File: src/rtl/reg_file_pkg.sv
// Shared constants and types for the decode-stage register file.
// Optional write-through bypass is selected with REGFILE_WRITE_BYPASS_EN.
package reg_file_pkg;

    localparam int DATA_W   = 32;
    localparam int NUM_REGS = 32;
    localparam int ADDR_W   = $clog2(NUM_REGS);

    typedef logic [ADDR_W-1:0] reg_idx_t;
    typedef logic [DATA_W-1:0] data_word_t;

    localparam reg_idx_t REG_ZERO = reg_idx_t'(0);
    localparam reg_idx_t REG_RA   = reg_idx_t'(31);

endpackage

File: src/rtl/reg_file_read_port.sv
// One combinational read port: zero-index mask plus optional write-through bypass.
// Bypass compiled in only when REGFILE_WRITE_BYPASS_EN is defined.
module reg_file_read_port
    import reg_file_pkg::*;
#(
    parameter int DATA_W = reg_file_pkg::DATA_W,
    parameter int ADDR_W = reg_file_pkg::ADDR_W
)
(
    input  logic [ADDR_W-1:0] rd_idx,
    input  logic [DATA_W-1:0] stored_word,
`ifdef REGFILE_WRITE_BYPASS_EN
    input  logic              wr_en,
    input  logic [ADDR_W-1:0] wr_idx,
    input  logic [DATA_W-1:0] wr_word,
`endif
    output logic [DATA_W-1:0] rd_word
);

    always_comb begin
        rd_word = stored_word;
`ifdef REGFILE_WRITE_BYPASS_EN
        if (wr_en && (wr_idx != ADDR_W'(REG_ZERO)) && (wr_idx == rd_idx))
            rd_word = wr_word;
`endif
        // r0 wins over everything, including a bypassed write
        if (rd_idx == ADDR_W'(REG_ZERO))
            rd_word = '0;
    end

endmodule

File: src/rtl/reg_file.sv
// 32 x 32 register file, three combinational read ports and one synchronous write port.
// Define REGFILE_WRITE_BYPASS_EN for same-cycle write-through on the read ports.
module reg_file
    import reg_file_pkg::*;
#(
    parameter int DATA_W   = reg_file_pkg::DATA_W,
    parameter int NUM_REGS = reg_file_pkg::NUM_REGS,
    parameter int ADDR_W   = reg_file_pkg::ADDR_W
)
(
    input  logic              CLK,
    input  logic              RESET,
    input  logic [ADDR_W-1:0] RegA1,
    input  logic [ADDR_W-1:0] RegB1,
    input  logic [ADDR_W-1:0] RegC1,
    output logic [DATA_W-1:0] DataA1,
    output logic [DATA_W-1:0] DataB1,
    output logic [DATA_W-1:0] DataC1,
    input  logic [ADDR_W-1:0] WriteReg1,
    input  logic [DATA_W-1:0] WriteData1,
    input  logic              Write1
);

    logic [DATA_W-1:0] regs [NUM_REGS];
    logic              wr_accept;

    assign wr_accept = Write1 && (WriteReg1 != ADDR_W'(REG_ZERO));

    // Reset clears the whole array and takes priority over a concurrent write
    always_ff @(posedge CLK) begin
        if (RESET) begin
            for (int i = 0; i < NUM_REGS; i++)
                regs[i] <= '0;
        end else if (wr_accept) begin
            regs[WriteReg1] <= WriteData1;
        end
    end

    reg_file_read_port #(.DATA_W(DATA_W), .ADDR_W(ADDR_W)) u_port_a (
        .rd_idx      (RegA1),
        .stored_word (regs[RegA1]),
`ifdef REGFILE_WRITE_BYPASS_EN
        .wr_en       (Write1),
        .wr_idx      (WriteReg1),
        .wr_word     (WriteData1),
`endif
        .rd_word     (DataA1)
    );

    reg_file_read_port #(.DATA_W(DATA_W), .ADDR_W(ADDR_W)) u_port_b (
        .rd_idx      (RegB1),
        .stored_word (regs[RegB1]),
`ifdef REGFILE_WRITE_BYPASS_EN
        .wr_en       (Write1),
        .wr_idx      (WriteReg1),
        .wr_word     (WriteData1),
`endif
        .rd_word     (DataB1)
    );

    reg_file_read_port #(.DATA_W(DATA_W), .ADDR_W(ADDR_W)) u_port_c (
        .rd_idx      (RegC1),
        .stored_word (regs[RegC1]),
`ifdef REGFILE_WRITE_BYPASS_EN
        .wr_en       (Write1),
        .wr_idx      (WriteReg1),
        .wr_word     (WriteData1),
`endif
        .rd_word     (DataC1)
    );

endmodule

File: config.mk
export PLATFORM = sky130hd
export DESIGN_NAME = reg_file
export DESIGN_NICKNAME = d
export VERILOG_FILES = /design/src/rtl/reg_file_pkg.sv /design/src/rtl/reg_file_read_port.sv /design/src/rtl/reg_file.sv
export SDC_FILE = /design/constraint.sdc
export NUM_CORES = 2
export LEC_CHECK = 0
export ABC_CLOCK_PERIOD_IN_PS = 10500
export CORE_MARGIN = 2
export CORE_UTILIZATION = 50
export CTS_BUF_LIST = sky130_fd_sc_hd__clkbuf_4 sky130_fd_sc_hd__clkbuf_8 sky130_fd_sc_hd__clkbuf_16
export DETAILED_ROUTE_END_ITERATION = 8
export PLACE_DENSITY_LB_ADDON = 0.12
export SLEW_MARGIN = 10
export SYNTH_ARGS = -nofsm -noshare
export SYNTH_HDL_FRONTEND = slang
export SYNTH_SLANG_ARGS = --single-unit
export TNS_END_PERCENT = 20
File: constraint.sdc
create_clock -name CLK -period 10.5 [get_ports CLK]
set_clock_uncertainty 0.15 [all_clocks]
set_input_delay 2.625 -clock CLK [delete_from_list [all_inputs] [get_ports CLK]]
set_output_delay 2.625 -clock CLK [all_outputs]
set_load 0.01 [all_outputs]
* Word level (Yosys, flattened, before mapping)
Memories as Yosys holds them, arrays and structs flattened.
Index checks and enable logic that the tools add are counted.
** Word-level totals
- Flip-flop bits (word level) :: 0
- Memory bits (writable) :: 1024
- Input bits :: 55
- Output and inout bits :: 96
- Memories kept :: 1
** Memory list
- regs :: depth 32, width 32, rd ports 3, clocked after Yosys merged registers in 0, write ports 32, line reg_file.sv:24 : logic [DATA_W-1:0] regs [NUM_REGS];
** Operators by class
- Mux-type cells :: 11
- Reduce and logical (&&, ||, !) cells :: 6
** Operators with widths (count)
- two-way mux 32 bit :: 4
- OR reduction 32 bit :: 1
- zero test 5 bit :: 3
- two-way mux 1 bit :: 6
- two-way mux 5 bit :: 1
- nonzero test 5 bit :: 1
- logical AND 1 bit :: 1

* Logic depth before layout (Yosys ltp)
- Depth in word-level cells :: 7
- Gate-level depth with buffers :: 10
- Mapped depth without buffers :: 4

* By module
From an unflattened synthesis, not the netlist that was laid out.
** Second synthesis, totals
- Cell total of the unflattened synthesis :: 5883
- Area, all modules :: 65639.2 um^2
** Modules (own cells, without submodules)
- reg_file :: times used 1, cells an instance 5763, area each 64674.5 um^2
- reg_file_read_port :: times used 3, cells an instance 40, area each 321.6 um^2

* Worst setup path after synthesis
Ideal clock, no wire load.
- Kind :: input -> output
- Start point :: input RegC1[0]
- End point :: output DataC1[10]
- Arrival time :: 4.308 ns
- Data required time :: 7.725 ns
- Slack :: 3.417 ns
- Stages on the path :: 7
- Buffers on the path :: 3
- Path through :: buf_2 > buf_2 > buf_2 > mux4_2 > a22o_1 > a211oi_1 > nor3_1
** Between the ends
- Cells in the longest elaborated chain, start to end :: 2
- Elaborated cells between the ends (all ways) :: 3
- Those cells by class :: mux: 1; reduce/logical: 1; memory: 1
** RTL lines
- start, declared :: line reg_file.sv:15 : input logic [ADDR_W-1:0] RegC1,
- memory (32 x 32 bit) / zero test 5 bit (equally long branches)
- two-way mux 32 bit * :: line reg_file_read_port.sv:27 : if (rd_idx == ADDR_W'(REG_ZERO))
- end, declared :: line reg_file.sv:18 : output logic [DATA_W-1:0] DataC1,
Every way passes the cells marked *; elsewhere a longest branch is shown, timed or not.

* Worst setup path in the final report
- Start point :: input RegC1[3]
- End point :: output DataC1[0]
Same word-level chain as after synthesis.

==> impl_metrics.tcl <==
set metrics [dict create \
    status "complete, no violations" \
    crit_arrival_ns 6.82 \
    min_period_ns 9.59 \
    drive_above_1_share_pct 27.2 \
    cts_tree "yes" \
    hp-start "RESET" \
    grt_overflow 0 \
    period_share_pct 91.4 \
    n_fill_cell 9656 \
    drt-total-wl_um 234000 \
    cts_hold_buf 0 \
    grt_usage_pct 36.5 \
    synthMuxAreaShare_pct 30.1 \
    power.density_nw_per_um2 154 \
    p_leak_uw 0.0237 \
    place_area_sq_um 65700 \
    rows 129 \
    cap_viol_max_count 0 \
    nets 4234 \
    synth_edf_count 1024 \
    final_area_sq_um 69400 \
    holdWs_ns 2.22 \
    synth.ff_latch_count 1024 \
    synth_xor_area_share_pct 0 \
    ir_worst_vdd_mv 0.124 \
    max_freq_mhz 104 \
    maxSlewHeadroom_pct 11.3 \
    postCtsSetupBuffers 0 \
    port-buffer-count 150 \
    hold_depth 1 \
    antenna_left 0 \
    setup_viol_count_final 0 \
    die_area_sq_um 128000 \
    grt_pass1_vias 40685 \
    yosys_warnings 0 \
    path_max_fanout 18 \
    cts.root.buffer_cell "clkbuf_16" \
    rsz0062_at_grt "false" \
    top_register "regs" \
    synthAdderAreaFrac_pct 0 \
    core_sq_um 124000 \
    layout_common_cells "edfxtp_1, and2_1, mux4_2, mux2i_1, buf_4" \
    antenna_found_initial 18 \
    dr.pass1.iters 6 \
    synth.cell_area_sq_um 62500 \
    drc 0 \
    netlist_instances 4197 \
    synth.yosys.seq_area_share_pct 49.2 \
    drt_iter0_drc 7525 \
    hold_viol_final 0 \
    gp_congestion 0.947 \
    cts_made_buffers 114 \
    clk_pin_slew_ns 0.06 \
    routedWlPerCell_um 39.5 \
    vias_per_cell 7.21 \
    post-place-ws_ns 1.07 \
    avgSynthCellArea_sq_um 14.9 \
    grt_max_degree 88 \
    endpoint_kind "output pin" \
    start_util_pct 50.5 \
    cts-htree-levels 3 \
    crit_path_start_kind "input port" \
    slew_violations 0 \
    yosys.area_share.simple_pct 12.4 \
    tightestPinTransition_ns 1.30 \
    vias 42644 \
    synth_compound_area_share_pct 4.77 \
    critical_path_class "in -> out" \
    synth_top_family_by_area "multiplexers" \
    clockBufferDepth 3 \
    io_pins 151 \
    synthArstFlopShare_pct 0 \
    cts.sinks 1024 \
    cts_resized 0 \
    largest_registers "regs x1024" \
    die_w_um 357 \
    worst_slack_ns 0.908 \
    dp_hpwl_um 143000 \
    area_growth_pct 11.1 \
    largest_reg_flops 1024 \
    layout_commonest_cell "edfxtp_1" \
    synth-main-ff-cell "edfxtp_1" \
    synth_cell_types 49 \
    cp.required_ns 7.73 \
    grt_pass1_wl_um 324000 \
    hp-class "in -> reg" \
    setup_tns_ns 0 \
    crit_start "RegC1[3]" \
    fp.dieH_um 357 \
]
[power by group]
| group | leakage [uW] | total (uW) | switching (uW) | internal, uW |
|---|---|---|---|---|
| Sequential | 0.00975 | 4910 | 176 | 4730 |
| Combinational | 0.0121 | 1800 | 1020 | 781 |
| Clock | 0.00184 | 4000 | 1720 | 2280 |
| Total | 0.0237 | 10700 | 2920 | 7790 |
[cell families (layout without fill, tap and decap cells)]
kind of cell    count (synthesis)  in the layout
compound gates                402            402
buf+inv                       485            531
flops                        1024           1024
mux                          1021           1021
other cells                     1             39
simple gates                 1264           1264
[layer usage]
metal | wire [um] | track usage [%]
met3 | 34700 | 12.8
met2 | 102000 | 52.9
met4 | 7200 | 11.3
met1 | 89500 | 52.0
met5 | 82 | 0
[final timing paths]
check,end
setup / recovery,DataC1[0]
hold / removal,regs[0][31]$_SDFFCE_PN0P_
[cell type report]
type / instances / area (sq um) / share of cell area [%]
antenna: 7 / 17.5 / 0.0252
tap: 1637 / 2050 / 2.95
inverter: 2 / 7.51 / 0.0108
multi-input combinational: 2719 / 29900 / 43.1
clock inverter: 69 / 494 / 0.712
clock buffer: 142 / 3150 / 4.54
timing repair buffer: 318 / 2970 / 4.29
sequential: 1024 / 30700 / 44.3
[through the flow]
stage | utilization [%] | std cells | power (uW)
after floorplan | - | 4228 | 5960
final | 56.0 | 5918 | 10700
after global placement | 53.1 | 5700 | 6720
after detailed placement | 53.1 | 5700 | 6730
after global routing | 56.0 | 5913 | 10900
after CTS | 56.0 | 5911 | 10700
[cells in the mapped netlist, types with 2 or more instances]
| library cell | number | area (sq um) |
|---|---|---|
| mux2_1 | 26 | 293 |
| or3_1 | 3 | 18.8 |
| and2_1 | 1010 | 6320 |
| o32ai_1 | 14 | 123 |
| buf_1 | 20 | 75.1 |
| or3b_1 | 2 | 17.5 |
| a211oi_1 | 48 | 360 |
| nor3_1 | 79 | 395 |
| o22ai_1 | 98 | 613 |
| mux2_2 | 34 | 383 |
| o21ai_1 | 2 | 10.0 |
| a221oi_1 | 3 | 26.3 |
| nor2_1 | 37 | 139 |
| a21oi_1 | 31 | 155 |
| clkbuf_1 | 311 | 1170 |
| nand2_1 | 14 | 52.6 |
| or2_2 | 34 | 213 |
| nor4_1 | 12 | 75.1 |
| a22o_1 | 53 | 464 |
| mux2i_1 | 281 | 2810 |
| and3_1 | 3 | 18.8 |
| buf_4 | 36 | 270 |
| nand3_1 | 4 | 20.0 |
| buf_6 | 17 | 191 |
| a31oi_1 | 9 | 56.3 |
| a2111oi_0 | 31 | 272 |
| nand2b_1 | 9 | 56.3 |
| buf_2 | 97 | 485 |
| clkbuf_4 | 2 | 15.0 |
| o221ai_1 | 28 | 245 |
| nand3b_1 | 5 | 37.5 |
| mux4_2 | 680 | 15300 |
| a32o_1 | 6 | 60.1 |
| edfxtp_1 | 1024 | 30700 |
| a22oi_1 | 77 | 578 |
| nor2b_1 | 44 | 275 |
[critical path, cell delays in order]
cell,delay (ns)
clkdlybuf4s50_1,1.09
nor2b_4,0.67
buf_4,0.43
a22o_1,0.34
a2111oi_0,0.12
nor3_1,0.72
buf_4,0.24
clkdlybuf4s50_1,0.53
Note: power is estimated with default switching activity, not from simulation.
